==> config.mk <==
export PLATFORM = sky130hd
export DESIGN_NAME = game_flow_ctrl
export DESIGN_NICKNAME = d
export VERILOG_FILES = /design/src/rtl/game_flow_ctrl.sv
export SDC_FILE = /design/constraint.sdc
export NUM_CORES = 1
export LEC_CHECK = 0
export ABC_AREA = 1
export BUFFER_PORTS_ARGS = -buffer_cell sky130_fd_sc_hd__buf_4
export CAP_MARGIN = 20
export CORE_MARGIN = 2
export CORE_UTILIZATION = 44
export CTS_CLUSTER_DIAMETER = 50
export DETAILED_ROUTE_END_ITERATION = 7
export PLACE_DENSITY = 0.69
export SYNTH_ARGS = -nofsm -noshare
export SYNTH_HDL_FRONTEND = slang
export SYNTH_SLANG_ARGS = --single-unit
==> constraint.sdc <==
create_clock -name clk -period 2.5 [get_ports clk]
set_input_delay 0.25 -clock clk [delete_from_list [all_inputs] [get_ports clk]]
set_output_delay 0.25 -clock clk [all_outputs]
set_load 0.05 [all_outputs]
==> src/rtl/game_flow_ctrl.sv <==
// Game-flow controller: TITLE/PLAY/HURT/OVER sequencing, lives with
// invulnerability frames, BCD score, attack cooldown and colour-flash code.
//
// Ports:
//   clk, rst_n            clock, synchronous active-low reset
//   i_frame_end           one-cycle pulse per video frame
//   i_start_btn           debounced start button level
//   i_attack_released     one-cycle pulse on attack-button release
//   i_player_hit          player/dragon collision level
//   i_dragon_hit          sword/dragon collision level
//   o_state               00 TITLE, 01 PLAY, 10 HURT, 11 OVER
//   o_lives               remaining lives
//   o_invuln              high in HURT
//   o_attack_enable       sword may damage dragon
//   o_score               BCD score, digit 0 in [3:0]
//   o_flash               00 none, 01 red, 10 blue, 11 magenta
//   o_play_reset          one-cycle pulse on game start
//   o_game_over           high in OVER
module game_flow_ctrl #(
    parameter int LIVES        = 3,
    parameter int LIFE_W       = 2,
    parameter int IFRAMES      = 60,
    parameter int COOLDOWN     = 255,
    parameter int CD_W         = 16,
    parameter int SCORE_DIGITS = 4,
    parameter int FLASH_FRAMES = 8
) (
    input  logic                      clk,
    input  logic                      rst_n,
    input  logic                      i_frame_end,
    input  logic                      i_start_btn,
    input  logic                      i_attack_released,
    input  logic                      i_player_hit,
    input  logic                      i_dragon_hit,
    output logic [1:0]                o_state,
    output logic [LIFE_W-1:0]         o_lives,
    output logic                      o_invuln,
    output logic                      o_attack_enable,
    output logic [4*SCORE_DIGITS-1:0] o_score,
    output logic [1:0]                o_flash,
    output logic                      o_play_reset,
    output logic                      o_game_over
);

    localparam int SW = 4 * SCORE_DIGITS;

    typedef enum logic [1:0] {
        S_TITLE = 2'b00,
        S_PLAY  = 2'b01,
        S_HURT  = 2'b10,
        S_OVER  = 2'b11
    } state_t;

    state_t            r_state, w_state_nxt;
    logic [LIFE_W-1:0] r_lives, w_lives_nxt;
    logic [7:0]        r_iframe, w_iframe_nxt;
    logic [SW-1:0]     r_score, w_score_nxt, w_score_inc;
    logic [CD_W-1:0]   r_cd, w_cd_nxt;
    logic [1:0]        r_flash, w_flash_nxt, w_cause;
    logic [7:0]        r_hold, w_hold_nxt;
    logic              r_play_reset, w_play_reset_nxt;
    logic              r_start_q, r_dhit_q;
    logic              w_start_edge, w_dhit_edge, w_active;
    logic              w_all9, w_carry, w_idle_state;

    assign w_start_edge = i_start_btn & ~r_start_q;
    assign w_dhit_edge  = i_dragon_hit & ~r_dhit_q;
    assign w_active     = (r_state == S_PLAY) || (r_state == S_HURT);

    // BCD +1 with ripple carry; w_all9 flags the saturation point.
    always_comb begin
        w_score_inc = r_score;
        w_all9      = 1'b1;
        w_carry     = 1'b1;
        for (int d = 0; d < SCORE_DIGITS; d++) begin
            if (r_score[4*d +: 4] != 4'd9) w_all9 = 1'b0;
            if (w_carry) begin
                if (r_score[4*d +: 4] >= 4'd9) begin
                    w_score_inc[4*d +: 4] = 4'd0;
                end else begin
                    w_score_inc[4*d +: 4] = r_score[4*d +: 4] + 4'd1;
                    w_carry               = 1'b0;
                end
            end
        end
    end

    always_comb begin
        w_state_nxt      = r_state;
        w_lives_nxt      = r_lives;
        w_iframe_nxt     = r_iframe;
        w_score_nxt      = r_score;
        w_play_reset_nxt = 1'b0;
        unique case (r_state)
            S_TITLE: begin
                if (w_start_edge) begin
                    w_state_nxt      = S_PLAY;
                    w_play_reset_nxt = 1'b1;
                    w_lives_nxt      = LIFE_W'(LIVES);
                    w_score_nxt      = '0;
                end
            end
            S_PLAY: begin
                if (i_frame_end && i_player_hit) begin
                    if (r_lives == LIFE_W'(1)) begin
                        w_lives_nxt = '0;
                        w_state_nxt = S_OVER;
                    end else begin
                        w_lives_nxt  = r_lives - LIFE_W'(1);
                        w_iframe_nxt = 8'(IFRAMES);
                        w_state_nxt  = S_HURT;
                    end
                end
            end
            S_HURT: begin
                if (i_frame_end) begin
                    if (r_iframe <= 8'd1) begin
                        w_iframe_nxt = 8'd0;
                        w_state_nxt  = S_PLAY;
                    end else begin
                        w_iframe_nxt = r_iframe - 8'd1;
                    end
                end
            end
            S_OVER: begin
                if (w_start_edge) w_state_nxt = S_TITLE;
            end
            default: w_state_nxt = S_TITLE;
        endcase
        // Eligibility uses the state of the edge cycle.
        if (w_dhit_edge && w_active && !w_all9) w_score_nxt = w_score_inc;
    end

    always_comb begin
        w_cd_nxt = r_cd;
        if (i_attack_released)  w_cd_nxt = CD_W'(COOLDOWN);
        else if (r_cd != '0)    w_cd_nxt = r_cd - CD_W'(1);
    end

    // Flash is blanked both in and on entry to TITLE/OVER so the
    // fatal hit never shows a flash alongside the OVER state.
    always_comb begin
        w_cause      = {i_dragon_hit, i_player_hit & (r_state != S_HURT)};
        w_flash_nxt  = r_flash;
        w_hold_nxt   = r_hold;
        w_idle_state = (r_state == S_TITLE) || (r_state == S_OVER) ||
                       (w_state_nxt == S_TITLE) || (w_state_nxt == S_OVER);
        if (i_frame_end) begin
            if (w_cause != 2'b00) begin
                w_flash_nxt = w_cause;
                w_hold_nxt  = 8'(FLASH_FRAMES);
            end else if (r_hold > 8'd1) begin
                w_hold_nxt = r_hold - 8'd1;
            end else begin
                w_hold_nxt  = 8'd0;
                w_flash_nxt = 2'b00;
            end
        end
        if (w_idle_state) begin
            w_flash_nxt = 2'b00;
            w_hold_nxt  = 8'd0;
        end
    end

    always_ff @(posedge clk) begin
        if (!rst_n) begin
            r_state      <= S_TITLE;
            r_lives      <= LIFE_W'(LIVES);
            r_iframe     <= 8'd0;
            r_score      <= '0;
            r_cd         <= '0;
            r_flash      <= 2'b00;
            r_hold       <= 8'd0;
            r_play_reset <= 1'b0;
            r_start_q    <= 1'b0;
            r_dhit_q     <= 1'b0;
        end else begin
            r_state      <= w_state_nxt;
            r_lives      <= w_lives_nxt;
            r_iframe     <= w_iframe_nxt;
            r_score      <= w_score_nxt;
            r_cd         <= w_cd_nxt;
            r_flash      <= w_flash_nxt;
            r_hold       <= w_hold_nxt;
            r_play_reset <= w_play_reset_nxt;
            r_start_q    <= i_start_btn;
            r_dhit_q     <= i_dragon_hit;
        end
    end

    assign o_state         = r_state;
    assign o_lives         = r_lives;
    assign o_invuln        = (r_state == S_HURT);
    assign o_game_over     = (r_state == S_OVER);
    assign o_attack_enable = (r_cd == '0) && w_active;
    assign o_score         = r_score;
    assign o_flash         = r_flash;
    assign o_play_reset    = r_play_reset;

endmodule

==> results.cfg <==
[cells_and_area]
nets = 545
areaGrowthSynthToFinish_pct = 15.6
drive_gt1_share_pct = 17.1
antenna_cells = 0
fin_cells = 623
fin_util_pct = 51.8
design_area_sq_um = 3940

[place]
io_buffer_count = 32
pre_cts_ws_ns = 0.583
dp_cells = 607
dp_hpwl_um = 5570
place_congestion = 0.826
placed_area_sq_um = 3770

[global_routing]
overflow = 0
grt_pass1_wl_um = 12800
grt_usage_pct = 18.5
antenna_found_initial = 0
grt_pass1_vias = 2942
grt_max_degree = 19

[synthesis]
ys_async_sr_fraction_pct = 0
synth_top_area_share_pct = 33.5
netlist_area_sq_um = 3410
synth_area_leaders = dfxtp_1, nand2_1, ha_1, nor2_1, inv_1
syn_inst = 477
yosys.cell_types.count = 46
ys.flop_type = dfxtp_1
synth.avg_cell_area_sq_um = 7.15
yosys_register_bits = 57
syn_nets = 506
synth_edf_count = 0
synth.largest_area_cell = dfxtp_1
ys_warn_count = 0
ys_seq_area_share_pct = 33.5

[die]
rows = 32
io-pin-count = 33
fp.dieArea_sq_um = 8470
die-width_um = 92.0
die-height_um = 92.0
start_util_pct = 44.8
core_area_sq_um = 7610

[sta]
fin_crit_ns = 2.13
hold_viol = 0
layout_setup_ws_ns = 0.366
fmax_mhz = 469
period_share_pct = 85.4
rsz0062_at_grt = false
setup_viol_count_final = 0
fin_skew_ns = 0.00687
tightest_slew_ns = 0.377
timing.setup.tns_ns = 0
drv_slew = 0
max_slew_margin_pct = 74.8

[routing]
drc = 0
vias_per_cell = 5.02
drtIter0Drc = 78
avgRoutedWirePerCell_um = 11.9
ant_nets = 0
firstDrtPassIters = 4
totalWireLength_um = 7430
vias = 3130

[clock_tree]
cts_tree = built
cts_setup_buffers = 0
h-tree-depth = 3
clkSlewWorstSetupHoldPaths_ns = 0.06
clock_sinks = 57
cts_root_buf = clkbuf_8
clock_latency_ns = 0.34
cts_inserted_buffers = 9
cts_resized = 0
clk_path_buf_depth = 2
ctsHoldBuffers = 0

[pwr]
power_density_nw_per_um2 = 591
p_leak_nw = 1.79
ir_worst_vdd_uv = 302

[worst_setup_path]
worstPathRequired_ns = 2.25
reg2regPathDepth = 11
cp_slowest_stage_delay_ns = 0.32
cp-start-kind = flop
end_kind = output port
worstPathCellList = inv_1 -> ha_1 -> inv_1 -> nor3_2 -> nand4_1 -> nor3_2 -> buf_4
crit_arrival_ns = 1.88
crit_type = flop to output port
crit_fanout = 4
critical-path-slowest-cell = dfxtp_1

[flow_run]
cap_violations = 0

[min_path]
holdPathStages = 3
hold_class = input pin to flop

[run_status]
outcome = completed
## worst max-delay path, delay by kind of cell (launching register included)
kind,cells,cell delay (ns)
fa+ha+maj,1,0.16
flops,1,0.32
buf+inv,3,0.42
simple gates,3,0.65
## per-layer routing
layer | part of all wire, % | wire length, um | global-route usage (%)
met4 | 1.5 | 111 | 6.84
met2 | 46 | 3420 | 30.8
met1 | 48 | 3600 | 22.9
met3 | 4.1 | 303 | 4.85
met5 | 0 | 0 | 0
## placed cells by master, fill, tap and decap left out, types with 5 or more instances in the layout
| cell type | Yosys | layout |
|---|---|---|
| ha_1 | 22 | 22 |
| inv_1 | 59 | 59 |
| nand2_1 | 97 | 97 |
| a311oi_1 | 6 | 6 |
| nand3_1 | 30 | 30 |
| nor2_1 | 66 | 66 |
| nor3_2 | 4 | 5 |
| a21oi_1 | 23 | 23 |
| clkbuf_8 | 0 | 11 |
| xor2_1 | 10 | 10 |
| o21ai_0 | 13 | 13 |
| buf_4 | 1 | 33 |
| nor3_1 | 15 | 14 |
| inv_2 | 9 | 9 |
| nand4_1 | 8 | 8 |
| dfxtp_1 | 57 | 57 |
| or2_2 | 6 | 6 |
## report_power, final
group	total, mW	switching (mW)	internal [mW]	leakage (nW)
Clock	0.761	0.352	0.409	0.0932
Combinational	0.565	0.381	0.184	1.23
Sequential	1.01	0.0456	0.960	0.465
Total	2.33	0.778	1.55	1.79
## area by class of cell
type                       instances  area (sq um)
multi-input combinational        346          1990
inverter                          69           259
clock buffer                      13           159
timing repair buffer              33           248
clock inverter                     3          15.0
sequential                        57          1140
tap                              102           128
fill                             783          3670
## state kept, by name (all words and copies together) (netlist names), 2 cells and up
| name | flops |
|---|---|
| o_lives | 2 |
| r_hold | 8 |
| o_state | 2 |
| r_iframe | 8 |
| r_cd | 16 |
| o_score | 16 |
| o_flash | 2 |
## synthesized netlist by cell type, types with 2 or more instances
cell and instances:
a21oi_1 23, a21oi_2 4, a221oi_1 3, a311oi_1 6, clkbuf_1 2, dfxtp_1 57, ha_1 22, inv_1 59
inv_2 9, nand2_1 97, nand2_2 4, nand2_4 4, nand3_1 30, nand3_2 2, nand3_4 2, nand4_1 8
nor2_1 66, nor3_1 15, nor3_2 4, o211ai_1 2, o21ai_0 13, o21ai_1 3, o22ai_1 3, o31ai_1 2
or2_2 6, xnor2_1 2, xor2_1 10
## logic make-up (layout without fill, tap and decap cells)
family,count (synthesis),in the layout,share of synthesized area [%]
AND/OR/NAND/NOR,245,245,34.6
adder cells (fa/ha/maj),22,22,8.07
XOR/XNOR,12,12,3.08
AO/OA/AOI/OAI,66,66,12.2
flip-flops,57,57,33.5
buffers and inverters,74,118,8.29
multiplexers,1,1,0.293
## per-stage QoR
stage | hold WS (ns) | power [mW]
5_1_grt | 0.119 | 2.47
2_1_floorplan | 0.343 | 1.46
4_1_cts | 0.0960 | 2.36
3_3_place_gp | 0.451 | 1.58
3_5_place_dp | 0.458 | 1.59
6_report | 0.112 | 2.33
## worst paths after layout
| path | start | end | slack (ns) |
|---|---|---|---|
| max | r_cd[0] | o_attack_enable | 0.37 |
| max reg2reg | o_state[1] | o_score[10] | 0.56 |
| min | i_start_btn | r_start_q | 0.11 |
| min reg2reg | r_cd[1] | r_cd[1] | 0.49 |
Power figures use the tool's default switching activity.
